<file path="src/rtl/dma_stream_ctrl_2d_pkg.sv">
// rtl/dma_stream_ctrl_2d_pkg.sv - shared state encoding and defaults for the 2D DMA stream sequencer
package dma_pkg;

  localparam logic [2:0] ST_IDLE  = 3'd0;
  localparam logic [2:0] ST_ISSUE = 3'd1;
  localparam logic [2:0] ST_WAIT  = 3'd2;
  localparam logic [2:0] ST_GAP   = 3'd3;
  localparam logic [2:0] ST_DONE  = 3'd4;

  localparam int DEF_RESTART_DELAY = 3;
  localparam int DEF_CNT_W         = 16;

  typedef enum logic [2:0] {
    S_IDLE  = ST_IDLE,
    S_ISSUE = ST_ISSUE,
    S_WAIT  = ST_WAIT,
    S_GAP   = ST_GAP,
    S_DONE  = ST_DONE
  } plane_state_e;

endpackage

</file>
<file path="src/rtl/dma_stream_ctrl_2d_if.sv">
// rtl/dma_stream_ctrl_2d_if.sv - burst handshake between the sequencer and the dma_rd/dma_wr engines
interface dma_stream_ctrl_2d_if #(
  parameter int AXI_WIDTH_AD = 32,
  parameter int BIT_TRANS    = 18
);
  logic                    ctrl_read;
  logic [AXI_WIDTH_AD-1:0] read_addr;
  logic                    read_done;
  logic                    ctrl_write;
  logic [AXI_WIDTH_AD-1:0] write_addr;
  logic [BIT_TRANS-1:0]    write_data_cnt;
  logic                    write_done;
  logic                    indata_req_wr;

  modport master (
    output ctrl_read, read_addr, ctrl_write, write_addr, write_data_cnt,
    input  read_done, write_done, indata_req_wr
  );

  modport slave (
    input  ctrl_read, read_addr, ctrl_write, write_addr, write_data_cnt,
    output read_done, write_done, indata_req_wr
  );
endinterface

</file>
<file path="src/rtl/dma_stream_ctrl_2d_plane_seq.sv">
// rtl/dma_stream_ctrl_2d_plane_seq.sv - one plane: FSM, block/row counters, address accumulators, gap timer
module dma_plane_seq
  import dma_pkg::*;
#(
  parameter int AXI_WIDTH_AD  = 32,
  parameter int CNT_W         = DEF_CNT_W,
  parameter int RESTART_DELAY = DEF_RESTART_DELAY
) (
  input  logic                    clk,
  input  logic                    rstn,
  input  logic                    abort_i,
  input  logic                    start_i,
  input  logic [AXI_WIDTH_AD-1:0] base_addr_i,
  input  logic [CNT_W-1:0]        num_blk_i,
  input  logic [CNT_W-1:0]        num_row_i,
  input  logic [AXI_WIDTH_AD-1:0] blk_stride_i,
  input  logic [AXI_WIDTH_AD-1:0] row_stride_i,
  input  logic                    burst_done_i,
  output logic                    req_o,
  output logic [AXI_WIDTH_AD-1:0] addr_o,
  output logic                    busy_o,
  output logic                    done_o
);

  localparam int GAP_W = (RESTART_DELAY > 1) ? $clog2(RESTART_DELAY) : 1;
  localparam logic [GAP_W-1:0] GAP_LAST = GAP_W'((RESTART_DELAY > 0) ? RESTART_DELAY - 1 : 0);

  plane_state_e            state_q, state_d;
  logic [CNT_W-1:0]        blk_q, blk_d, row_q, row_d;
  logic [CNT_W-1:0]        nblk_q, nblk_d, nrow_q, nrow_d;
  logic [AXI_WIDTH_AD-1:0] bstr_q, bstr_d, rstr_q, rstr_d;
  logic [AXI_WIDTH_AD-1:0] addr_q, addr_d, row_addr_q, row_addr_d;
  logic [GAP_W-1:0]        gap_q, gap_d;
  logic                    last_blk, last_row;

  assign last_blk = (blk_q == nblk_q - CNT_W'(1));
  assign last_row = (row_q == nrow_q - CNT_W'(1));

  always_ff @(posedge clk or negedge rstn) begin
    if (!rstn) begin
      state_q    <= S_IDLE;
      blk_q      <= '0;
      row_q      <= '0;
      nblk_q     <= '0;
      nrow_q     <= '0;
      bstr_q     <= '0;
      rstr_q     <= '0;
      addr_q     <= '0;
      row_addr_q <= '0;
      gap_q      <= '0;
    end else begin
      state_q    <= state_d;
      blk_q      <= blk_d;
      row_q      <= row_d;
      nblk_q     <= nblk_d;
      nrow_q     <= nrow_d;
      bstr_q     <= bstr_d;
      rstr_q     <= rstr_d;
      addr_q     <= addr_d;
      row_addr_q <= row_addr_d;
      gap_q      <= gap_d;
    end
  end

  always_comb begin
    state_d    = state_q;
    blk_d      = blk_q;
    row_d      = row_q;
    nblk_d     = nblk_q;
    nrow_d     = nrow_q;
    bstr_d     = bstr_q;
    rstr_d     = rstr_q;
    addr_d     = addr_q;
    row_addr_d = row_addr_q;
    gap_d      = gap_q;
    if (abort_i) begin
      state_d    = S_IDLE;
      blk_d      = '0;
      row_d      = '0;
      addr_d     = '0;
      row_addr_d = '0;
      gap_d      = '0;
    end else begin
      case (state_q)
        S_IDLE: if (start_i) begin
          nblk_d     = num_blk_i;
          nrow_d     = num_row_i;
          bstr_d     = blk_stride_i;
          rstr_d     = row_stride_i;
          addr_d     = base_addr_i;
          row_addr_d = base_addr_i;
          blk_d      = '0;
          row_d      = '0;
          state_d    = (num_blk_i == '0 || num_row_i == '0) ? S_DONE : S_ISSUE;
        end
        S_ISSUE: state_d = S_WAIT;
        S_WAIT: if (burst_done_i) begin
          if (last_blk && last_row) begin
            state_d = S_DONE;
          end else begin
            // Row wrap restarts from the row accumulator so strides never need a multiply
            if (last_blk) begin
              blk_d      = '0;
              row_d      = row_q + CNT_W'(1);
              row_addr_d = row_addr_q + rstr_q;
              addr_d     = row_addr_q + rstr_q;
            end else begin
              blk_d  = blk_q + CNT_W'(1);
              addr_d = addr_q + bstr_q;
            end
            gap_d   = '0;
            state_d = (RESTART_DELAY == 0) ? S_ISSUE : S_GAP;
          end
        end
        S_GAP: begin
          if (gap_q == GAP_LAST) state_d = S_ISSUE;
          else                   gap_d   = gap_q + GAP_W'(1);
        end
        S_DONE:  state_d = S_IDLE;
        default: state_d = S_IDLE;
      endcase
    end
  end

  assign req_o  = (state_q == S_ISSUE);
  assign done_o = (state_q == S_DONE);
  assign busy_o = (state_q != S_IDLE);
  assign addr_o = addr_q;

endmodule

</file>
<file path="src/rtl/dma_stream_ctrl_2d.sv">
// rtl/dma_stream_ctrl_2d.sv - dual-plane 2D DMA stream sequencer with write beat counter and abort fan-out
module dma_stream_ctrl_2d
  import dma_pkg::*;
#(
  parameter int AXI_WIDTH_AD  = 32,
  parameter int BIT_TRANS     = 18,
  parameter int CNT_W         = DEF_CNT_W,
  parameter int RESTART_DELAY = DEF_RESTART_DELAY
) (
  input  logic                    clk,
  input  logic                    rstn,
  input  logic                    i_rd_start,
  input  logic [AXI_WIDTH_AD-1:0] i_rd_base_addr,
  input  logic [CNT_W-1:0]        i_rd_num_blk,
  input  logic [CNT_W-1:0]        i_rd_num_row,
  input  logic [AXI_WIDTH_AD-1:0] i_rd_blk_stride,
  input  logic [AXI_WIDTH_AD-1:0] i_rd_row_stride,
  output logic                    o_rd_busy,
  output logic                    o_ctrl_read_done,
  input  logic                    i_wr_start,
  input  logic [AXI_WIDTH_AD-1:0] i_wr_base_addr,
  input  logic [CNT_W-1:0]        i_wr_num_blk,
  input  logic [CNT_W-1:0]        i_wr_num_row,
  input  logic [AXI_WIDTH_AD-1:0] i_wr_blk_stride,
  input  logic [AXI_WIDTH_AD-1:0] i_wr_row_stride,
  input  logic [BIT_TRANS-1:0]    i_wr_num_trans,
  output logic                    o_wr_busy,
  output logic                    o_ctrl_write_done,
  input  logic                    i_abort,
  dma_stream_ctrl_2d_if.master    dma_if
);

  logic                 wr_req;
  logic [BIT_TRANS-1:0] ntr_q, ntr_d, cnt_q, cnt_d;

  dma_plane_seq #(.AXI_WIDTH_AD(AXI_WIDTH_AD), .CNT_W(CNT_W), .RESTART_DELAY(RESTART_DELAY)) u_rd (
    .clk, .rstn, .abort_i(i_abort), .start_i(i_rd_start), .base_addr_i(i_rd_base_addr),
    .num_blk_i(i_rd_num_blk), .num_row_i(i_rd_num_row), .blk_stride_i(i_rd_blk_stride),
    .row_stride_i(i_rd_row_stride), .burst_done_i(dma_if.read_done), .req_o(dma_if.ctrl_read),
    .addr_o(dma_if.read_addr), .busy_o(o_rd_busy), .done_o(o_ctrl_read_done)
  );

  dma_plane_seq #(.AXI_WIDTH_AD(AXI_WIDTH_AD), .CNT_W(CNT_W), .RESTART_DELAY(RESTART_DELAY)) u_wr (
    .clk, .rstn, .abort_i(i_abort), .start_i(i_wr_start), .base_addr_i(i_wr_base_addr),
    .num_blk_i(i_wr_num_blk), .num_row_i(i_wr_num_row), .blk_stride_i(i_wr_blk_stride),
    .row_stride_i(i_wr_row_stride), .burst_done_i(dma_if.write_done), .req_o(wr_req),
    .addr_o(dma_if.write_addr), .busy_o(o_wr_busy), .done_o(o_ctrl_write_done)
  );

  always_ff @(posedge clk or negedge rstn) begin
    if (!rstn) begin
      ntr_q <= '0;
      cnt_q <= '0;
    end else begin
      ntr_q <= ntr_d;
      cnt_q <= cnt_d;
    end
  end

  // Beat count is latched alongside the plane config, i.e. only when the write plane accepts a start
  always_comb begin
    ntr_d = ntr_q;
    cnt_d = cnt_q;
    if (i_abort) begin
      cnt_d = '0;
    end else begin
      if (i_wr_start && !o_wr_busy) ntr_d = i_wr_num_trans;
      if (wr_req) begin
        cnt_d = '0;
      end else if (dma_if.indata_req_wr) begin
        if (ntr_q == '0 || cnt_q == ntr_q - BIT_TRANS'(1)) cnt_d = '0;
        else                                               cnt_d = cnt_q + BIT_TRANS'(1);
      end
    end
  end

  assign dma_if.ctrl_write     = wr_req;
  assign dma_if.write_data_cnt = cnt_q;

endmodule

</file>
<file path="src/flat_wrapper.sv">
// flat-port wrapper written by rule: the top's interface ports become plain ports
module dma_stream_ctrl_2d_flat import dma_pkg::*;
#(
  parameter int AXI_WIDTH_AD  = 32,
  parameter int BIT_TRANS     = 18,
  parameter int CNT_W         = DEF_CNT_W,
  parameter int RESTART_DELAY = DEF_RESTART_DELAY
)
  (clk, rstn, i_rd_start, i_rd_base_addr, i_rd_num_blk, i_rd_num_row, i_rd_blk_stride, i_rd_row_stride, o_rd_busy, o_ctrl_read_done, i_wr_start, i_wr_base_addr, i_wr_num_blk, i_wr_num_row, i_wr_blk_stride, i_wr_row_stride, i_wr_num_trans, o_wr_busy, o_ctrl_write_done, i_abort, dma_if_ctrl_read, dma_if_read_addr, dma_if_ctrl_write, dma_if_write_addr, dma_if_write_data_cnt, dma_if_read_done, dma_if_write_done, dma_if_indata_req_wr);
  dma_stream_ctrl_2d_if #(.AXI_WIDTH_AD(AXI_WIDTH_AD), .BIT_TRANS(BIT_TRANS)) dma_if_i ();
  input  logic clk;
  input  logic rstn;
  input  logic i_rd_start;
  input  logic [AXI_WIDTH_AD-1:0] i_rd_base_addr;
  input  logic [CNT_W-1:0] i_rd_num_blk;
  input  logic [CNT_W-1:0] i_rd_num_row;
  input  logic [AXI_WIDTH_AD-1:0] i_rd_blk_stride;
  input  logic [AXI_WIDTH_AD-1:0] i_rd_row_stride;
  output logic o_rd_busy;
  output logic o_ctrl_read_done;
  input  logic i_wr_start;
  input  logic [AXI_WIDTH_AD-1:0] i_wr_base_addr;
  input  logic [CNT_W-1:0] i_wr_num_blk;
  input  logic [CNT_W-1:0] i_wr_num_row;
  input  logic [AXI_WIDTH_AD-1:0] i_wr_blk_stride;
  input  logic [AXI_WIDTH_AD-1:0] i_wr_row_stride;
  input  logic [BIT_TRANS-1:0] i_wr_num_trans;
  output logic o_wr_busy;
  output logic o_ctrl_write_done;
  input  logic i_abort;
  output wire logic [$bits(dma_if_i.ctrl_read)-1:0] dma_if_ctrl_read;
  output wire logic [$bits(dma_if_i.read_addr)-1:0] dma_if_read_addr;
  output wire logic [$bits(dma_if_i.ctrl_write)-1:0] dma_if_ctrl_write;
  output wire logic [$bits(dma_if_i.write_addr)-1:0] dma_if_write_addr;
  output wire logic [$bits(dma_if_i.write_data_cnt)-1:0] dma_if_write_data_cnt;
  input wire logic [$bits(dma_if_i.read_done)-1:0] dma_if_read_done;
  input wire logic [$bits(dma_if_i.write_done)-1:0] dma_if_write_done;
  input wire logic [$bits(dma_if_i.indata_req_wr)-1:0] dma_if_indata_req_wr;
  assign dma_if_ctrl_read = dma_if_i.ctrl_read;
  assign dma_if_read_addr = dma_if_i.read_addr;
  assign dma_if_ctrl_write = dma_if_i.ctrl_write;
  assign dma_if_write_addr = dma_if_i.write_addr;
  assign dma_if_write_data_cnt = dma_if_i.write_data_cnt;
  assign dma_if_i.read_done = dma_if_read_done;
  assign dma_if_i.write_done = dma_if_write_done;
  assign dma_if_i.indata_req_wr = dma_if_indata_req_wr;
  dma_stream_ctrl_2d #(.AXI_WIDTH_AD(AXI_WIDTH_AD), .BIT_TRANS(BIT_TRANS), .CNT_W(CNT_W), .RESTART_DELAY(RESTART_DELAY)) u_core (.clk(clk), .rstn(rstn), .i_rd_start(i_rd_start), .i_rd_base_addr(i_rd_base_addr), .i_rd_num_blk(i_rd_num_blk), .i_rd_num_row(i_rd_num_row), .i_rd_blk_stride(i_rd_blk_stride), .i_rd_row_stride(i_rd_row_stride), .o_rd_busy(o_rd_busy), .o_ctrl_read_done(o_ctrl_read_done), .i_wr_start(i_wr_start), .i_wr_base_addr(i_wr_base_addr), .i_wr_num_blk(i_wr_num_blk), .i_wr_num_row(i_wr_num_row), .i_wr_blk_stride(i_wr_blk_stride), .i_wr_row_stride(i_wr_row_stride), .i_wr_num_trans(i_wr_num_trans), .o_wr_busy(o_wr_busy), .o_ctrl_write_done(o_ctrl_write_done), .i_abort(i_abort), .dma_if(dma_if_i));
endmodule
</file>
<file path="config.mk">
export PLATFORM = sky130hd
export DESIGN_NAME = dma_stream_ctrl_2d_flat
export DESIGN_NICKNAME = d
export VERILOG_FILES = /design/src/rtl/dma_stream_ctrl_2d_pkg.sv /design/src/rtl/dma_stream_ctrl_2d_if.sv /design/src/rtl/dma_stream_ctrl_2d_plane_seq.sv /design/src/rtl/dma_stream_ctrl_2d.sv /design/src/flat_wrapper.sv
export SDC_FILE = /design/constraint.sdc
export NUM_CORES = 1
export LEC_CHECK = 0
export BUFFER_PORTS_ARGS = -buffer_cell sky130_fd_sc_hd__buf_2
export CAP_MARGIN = 20
export CORE_MARGIN = 5
export CORE_UTILIZATION = 55
export CTS_BUF_LIST = sky130_fd_sc_hd__clkbuf_4 sky130_fd_sc_hd__clkbuf_8
export DETAILED_ROUTE_END_ITERATION = 8
export PLACE_DENSITY = 0.8
export SETUP_SLACK_MARGIN = 0.02
export SYNTH_ARGS = -nofsm -noshare
export SYNTH_HDL_FRONTEND = slang
export SYNTH_SLANG_ARGS = --single-unit
</file>
<file path="constraint.sdc">
create_clock -name clk -period 4.1 [get_ports clk]
set_clock_uncertainty 0.1 [all_clocks]
set_input_delay 0.205 -clock clk [delete_from_list [all_inputs] [get_ports clk]]
set_output_delay 0.205 -clock clk [all_outputs]
set_load 0.01 [all_outputs]
</file>
==> flow_results.org <==
** Setup path
- On the critical path, the stage with the largest delay is an instance of sky130_fd_sc_hd__or4b_4.
- Critical path cell sequence :: inv_1 > ha_4 > or4b_4 > or3_4 > or4b_4 > a21boi_4 > o32ai_4 > or4b_4 > nor2_4 > o31ai_1 > a31oi_1 > mux2_2
- Worst path arrival time :: 4.41 ns
- On the critical path the largest part of the delay comes from simple AND/OR/NAND/NOR gates.
- At the worst endpoint, the required time is 4.51 ns.
- In this run the worst setup path begins at u_core.u_wr.nblk_q[1].
- Together, buffers and inverters on the worst path number 1.
- Kind of start point of the critical path :: flop
- Counting buffers and inverters, the worst setup path is 12 cells deep.
- The most critical setup path has its endpoint at u_core.u_wr.gap_q[1].
- For flop-to-flop paths, the worst setup slack is 0.1 ns.
- Counting stages on the worst path, the most repeated cell is sky130_fd_sc_hd__or4b_4.
- Type of the setup path with the least slack :: reg -> reg
- STA classifies the critical path endpoint as a flop.
- Crit Path Max Fanout :: 8
- Worst r2r dst :: u_core.u_wr.gap_q[1]
- The worst register-to-register path begins at u_core.u_wr.nblk_q[1].
- Depth of the worst register-to-register path :: 12
- Biggest cell delay along the critical path :: 0.58 ns

** STA
- Portion of the clock cycle consumed by the worst path in the final layout :: 0.976
- Post-layout min period :: 4.00 ns
- Final hold violation count :: 0
- Maximum clock frequency :: 0.250 GHz
- Setup repair after global routing could not meet its margin everywhere.
- The count of pins over their slew limit is 0.
- Setup violations remaining at the end of the flow were counted as 0.
- Worst setup margin :: 0.0989 ns
- Worst Max-Slew Pin Slew :: between 0.8 and 0.9 ns
- Headroom to the max-slew limit came out at 0.405.

** Synth
- Synthesized net count :: between 3000 and 4000
- Cell Area, Synth :: 28200 um^2
- Cell with the most instances after synthesis :: sky130_fd_sc_hd__dfrtp_1
- The Yosys step of the flow raised 0 warnings.
- Async set-or-reset flop fraction in the synthesized netlist :: 1.00
- Counting flops and latches in the post-synthesis netlist gives 430.
- Main synth FF type :: sky130_fd_sc_hd__dfrtp_1
- Average size of a mapped cell :: 9.27 um^2
- Ranked by instance count, the synthesized netlist is headed by 430 x sky130_fd_sc_hd__dfrtp_1, 284 x sky130_fd_sc_hd__o21ai_0, 261 x sky130_fd_sc_hd__nand2_1.
- Unique masters post-synth :: 88
- The synthesized design spends more area on one cell type than any other, namely sky130_fd_sc_hd__dfrtp_1.
- Sorting the synthesized cells by area gives the leading types as sky130_fd_sc_hd__dfrtp_1 38%, sky130_fd_sc_hd__mux2_2 8.9%, sky130_fd_sc_hd__ha_1 6.1%.
- The synthesized design contains 0 enable-type register cells.
- Post-synthesis cell count :: 3046
- Fraction of synthesized cell area taken by the top area cell type :: 0.381
- The share of the Yosys chip area taken by registers is 0.381.

** Route
- The first detailed-routing pass took 8 iterations.
- Number of violations reported at the end of detailed-routing iteration 0 :: 2439
- Detailed routing inserted a total of between 20000 and 30000 vias.
- Per-cell via count in the routed design :: slightly above 6
- Summed over all layers, the routed wires come to around 91000 um.
- Average routed wire per standard cell :: 20.4 um
- For this run, design rule violations remaining after detail routing come to 0.
- Antenna Violating Nets Remaining :: 0

** Placed design
- The HPWL after detailed placement is 59000 um.
- Post-place instance area :: 31000 um^2
- Prior to clock tree synthesis, the placed netlist has a worst setup slack of -0.0232 ns.
- Final GP Congestion :: 0.957
- Count of input and output buffers :: 369
- Including well taps, the total number of placed cells is about 4000.

** Pwr
- The share of total power dissipated in combinational logic is 0.497.
- Part of the power in registers :: 0.303
- For this design the static power due to leakage is between 15 and 20 nW.
- Sw Ratio :: 0.421
- Cell-internal power :: 13.0 mW
- In this run the power spent charging and discharging nets is 9.44 mW.
- Dividing total power by cell area gives a power density of 628 nW/um^2.
- Clock power share :: 0.200
- IR analysis of the VDD net gives a maximum drop of 0.000499 V.

** Final layout
- Layout area overhead :: 26.5%
- Excluding fillers, the count of instances in the completed layout stands at between 4000 and 5000.
- The finished cells cover ~36000 um^2.
- In the final layout, the share of cells above drive strength 1 is 0.223.
- At the end of the flow, the number of nets in the layout was 4125.
- At the end of the flow the core is filled with cells to 0.699.

** Global route
- The total overflow left after global routing is 0.
- Number of antenna violations at the first check in global routing :: 9
- GRT Resource Usage Total :: 0.310
- The first global-routing pass estimated 144000 um of wire.
- Most Used Layer, Global Route :: met2
- Vias in the first global route :: 27315
- Global routing usage on met3 :: 0.0636
- Entering global routing, the biggest net connects 95 pins.
- GRT met1 Usage :: 0.392
- For met2 alone, demand over resource in global routing was 0.513.

** Floorplan
- In this run the horizontal extent of the chip is 237 um.
- FP Rows :: 83
- The floorplan step defined a core boundary enclosing 51100 um^2.
- In this run the vertical extent of the chip is approximately 240 um.
- For this configuration, the core starts out at a cell density of 0.552.
- Overall die area :: between 50000 and 60000 um^2
- For this design the top-level I/O count stands at 370.

** Clock tree
- Maximum clock insertion buffer count :: 3
- Clock tree synthesis inserted a total of around 80 buffers.
- Clock-pin slew reported for the worst setup and hold paths after clock tree synthesis :: 0.06 ns
- H-tree depth reported by CTS :: 3
- Clock tree synthesis selected as its root buffer the cell sky130_fd_sc_hd__clkbuf_8.
- Counting every sink on the clock net gives 430.
- Clock network latency to the later pin of the worst-skew pair :: 0.67 ns
- TritonCTS built the clock tree.

** Hold path
- Min-Delay Path Class :: in -> reg

** Run status
- Result of the run :: finished clean

** Job
- Max_cap viols :: 0
-- cell families after synthesis --
| family | after synthesis | share of synthesized area |
|---|---|---|
| compound gates | 869 | 0.196 |
| simple gates | 952 | 0.169 |
| xor+xnor | 207 | 0.0642 |
| mux | 252 | 0.0993 |
| buf+inv | 195 | 0.0267 |
| fa+ha+maj | 141 | 0.0636 |
| flops | 430 | 0.381 |
-- final cells by class --
| type | instances | area [um^2] |
|---|---|---|
| tap | 680 | 851 |
| clock inverter | 18 | 181 |
| multi-input combinational | 2421 | 16800 |
| clock buffer | 120 | 1510 |
| timing repair buffer | 708 | 5290 |
| sequential | 430 | 10800 |
| fill | 3682 | 15400 |
| inverter | 63 | 236 |
| antenna | 8 | 20.0 |
-- sequential cells by signal (all words and copies together), names as in the netlist, 32 cells and up --
signal,flops
u_core.u_wr.row_addr_q,32
u_core.u_wr.addr_o,32
u_core.u_rd.rstr_q,32
u_core.u_rd.bstr_q,32
u_core.u_rd.addr_o,32
u_core.u_rd.row_addr_q,32
u_core.u_wr.bstr_q,32
u_core.u_wr.rstr_q,32
-- power groups by stage --
stage          sequential, mW  combinational, mW  clock, mW
6_report                 6.79               11.1       4.49
5_1_grt                  6.89               12.2       4.73
4_1_cts                  6.70               10.7       4.51
3_5_place_dp             6.76               10.4          0
3_3_place_gp             6.72               10.2          0
2_1_floorplan            6.37               8.01          0
-- repair_timing --
action                     4_1_cts  5_1_grt
hold endpoints to repair       442        0
pin swaps                        0        7
gates resized for setup          2       19
hold buffers                   278        0
buffers inserted                 0        2
setup endpoints to repair        7       65
cloned                           0        1
-- cells in the final DEF, fill, tap and decap left out, types with 11 or more instances in the layout --
| cell type | instances |
|---|---|
| sky130_fd_sc_hd__a21oi_1 | 173 |
| sky130_fd_sc_hd__o21a_1 | 13 |
| sky130_fd_sc_hd__o21bai_1 | 16 |
| sky130_fd_sc_hd__or3_1 | 27 |
| sky130_fd_sc_hd__clkbuf_8 | 97 |
| sky130_fd_sc_hd__a22o_1 | 44 |
| sky130_fd_sc_hd__buf_2 | 368 |
| sky130_fd_sc_hd__dfrtp_1 | 430 |
| sky130_fd_sc_hd__xnor2_1 | 135 |
| sky130_fd_sc_hd__nand3_1 | 65 |
| sky130_fd_sc_hd__nor3_1 | 77 |
| sky130_fd_sc_hd__o31ai_1 | 59 |
| sky130_fd_sc_hd__a21o_1 | 74 |
| sky130_fd_sc_hd__dlygate4sd3_1 | 278 |
| sky130_fd_sc_hd__and2_1 | 13 |
| sky130_fd_sc_hd__nand4_1 | 27 |
| sky130_fd_sc_hd__nand2_1 | 260 |
| sky130_fd_sc_hd__mux2_2 | 224 |
| sky130_fd_sc_hd__o211ai_1 | 23 |
| sky130_fd_sc_hd__buf_4 | 44 |
| sky130_fd_sc_hd__a21boi_0 | 15 |
| sky130_fd_sc_hd__nor2b_1 | 25 |
| sky130_fd_sc_hd__o21ai_0 | 283 |
| sky130_fd_sc_hd__nor4_1 | 32 |
| sky130_fd_sc_hd__nor2_1 | 214 |
| sky130_fd_sc_hd__nand2b_1 | 60 |
| sky130_fd_sc_hd__clkbuf_4 | 23 |
| sky130_fd_sc_hd__buf_12 | 11 |
| sky130_fd_sc_hd__xor2_1 | 72 |
| sky130_fd_sc_hd__and3_1 | 69 |
| sky130_fd_sc_hd__ha_1 | 136 |
| sky130_fd_sc_hd__a211oi_1 | 27 |
| sky130_fd_sc_hd__a31oi_1 | 26 |
| sky130_fd_sc_hd__mux2i_1 | 28 |
| sky130_fd_sc_hd__inv_1 | 62 |
-- worst register-to-register path: stages (launching register included) --
cell and delay, ns:
sky130_fd_sc_hd__dfrtp_1 0.38, sky130_fd_sc_hd__inv_1 0.10, sky130_fd_sc_hd__ha_4 0.15, sky130_fd_sc_hd__or4b_4 0.47, sky130_fd_sc_hd__or3_4 0.43, sky130_fd_sc_hd__or4b_4 0.55, sky130_fd_sc_hd__a21boi_4 0.19, sky130_fd_sc_hd__o32ai_4 0.12
sky130_fd_sc_hd__or4b_4 0.58, sky130_fd_sc_hd__nor2_4 0.12, sky130_fd_sc_hd__o31ai_1 0.07, sky130_fd_sc_hd__a31oi_1 0.25, sky130_fd_sc_hd__mux2_2 0.36
-- how the worst min path moves through the flow --
stage	slack, ns	to	cells past startpoint	from
final	0.06	u_core.u_rd.row_addr_q[28]	5	i_rd_base_addr[28]
after global routing	0.04	u_core.u_rd.nblk_q[0]	3	i_rd_start
after CTS	0.0006	u_core.u_rd.addr_o[28]	5	i_rd_base_addr[28]
after detailed placement	0.19	u_core.u_rd.bstr_q[3]	1	rstn
after global placement	0.18	u_core.u_rd.bstr_q[3]	1	rstn
after floorplan	-0.19	u_core.dma_if.write_data_cnt[0]	0	rstn
-- layer usage --
layer  vias up  part of all wire
met4         6             0.053
met1     13112              0.40
met3       395             0.077
met2      1377              0.47
li1      12542                 -
met5         -           0.00052
-- through the flow --
stage / hold WS, ns / setup TNS, ns / power, mW
4_1_cts: 0.000624 / 0 / 21.9
3_5_place_dp: 0.186 / -0.0232 / 17.2
3_3_place_gp: 0.184 / 0 / 17.0
5_1_grt: 0.0363 / -0.0537 / 23.8
2_1_floorplan: -0.191 / 0 / 14.4
6_report: 0.0565 / 0 / 22.4
(Power assumes the default switching activity.)
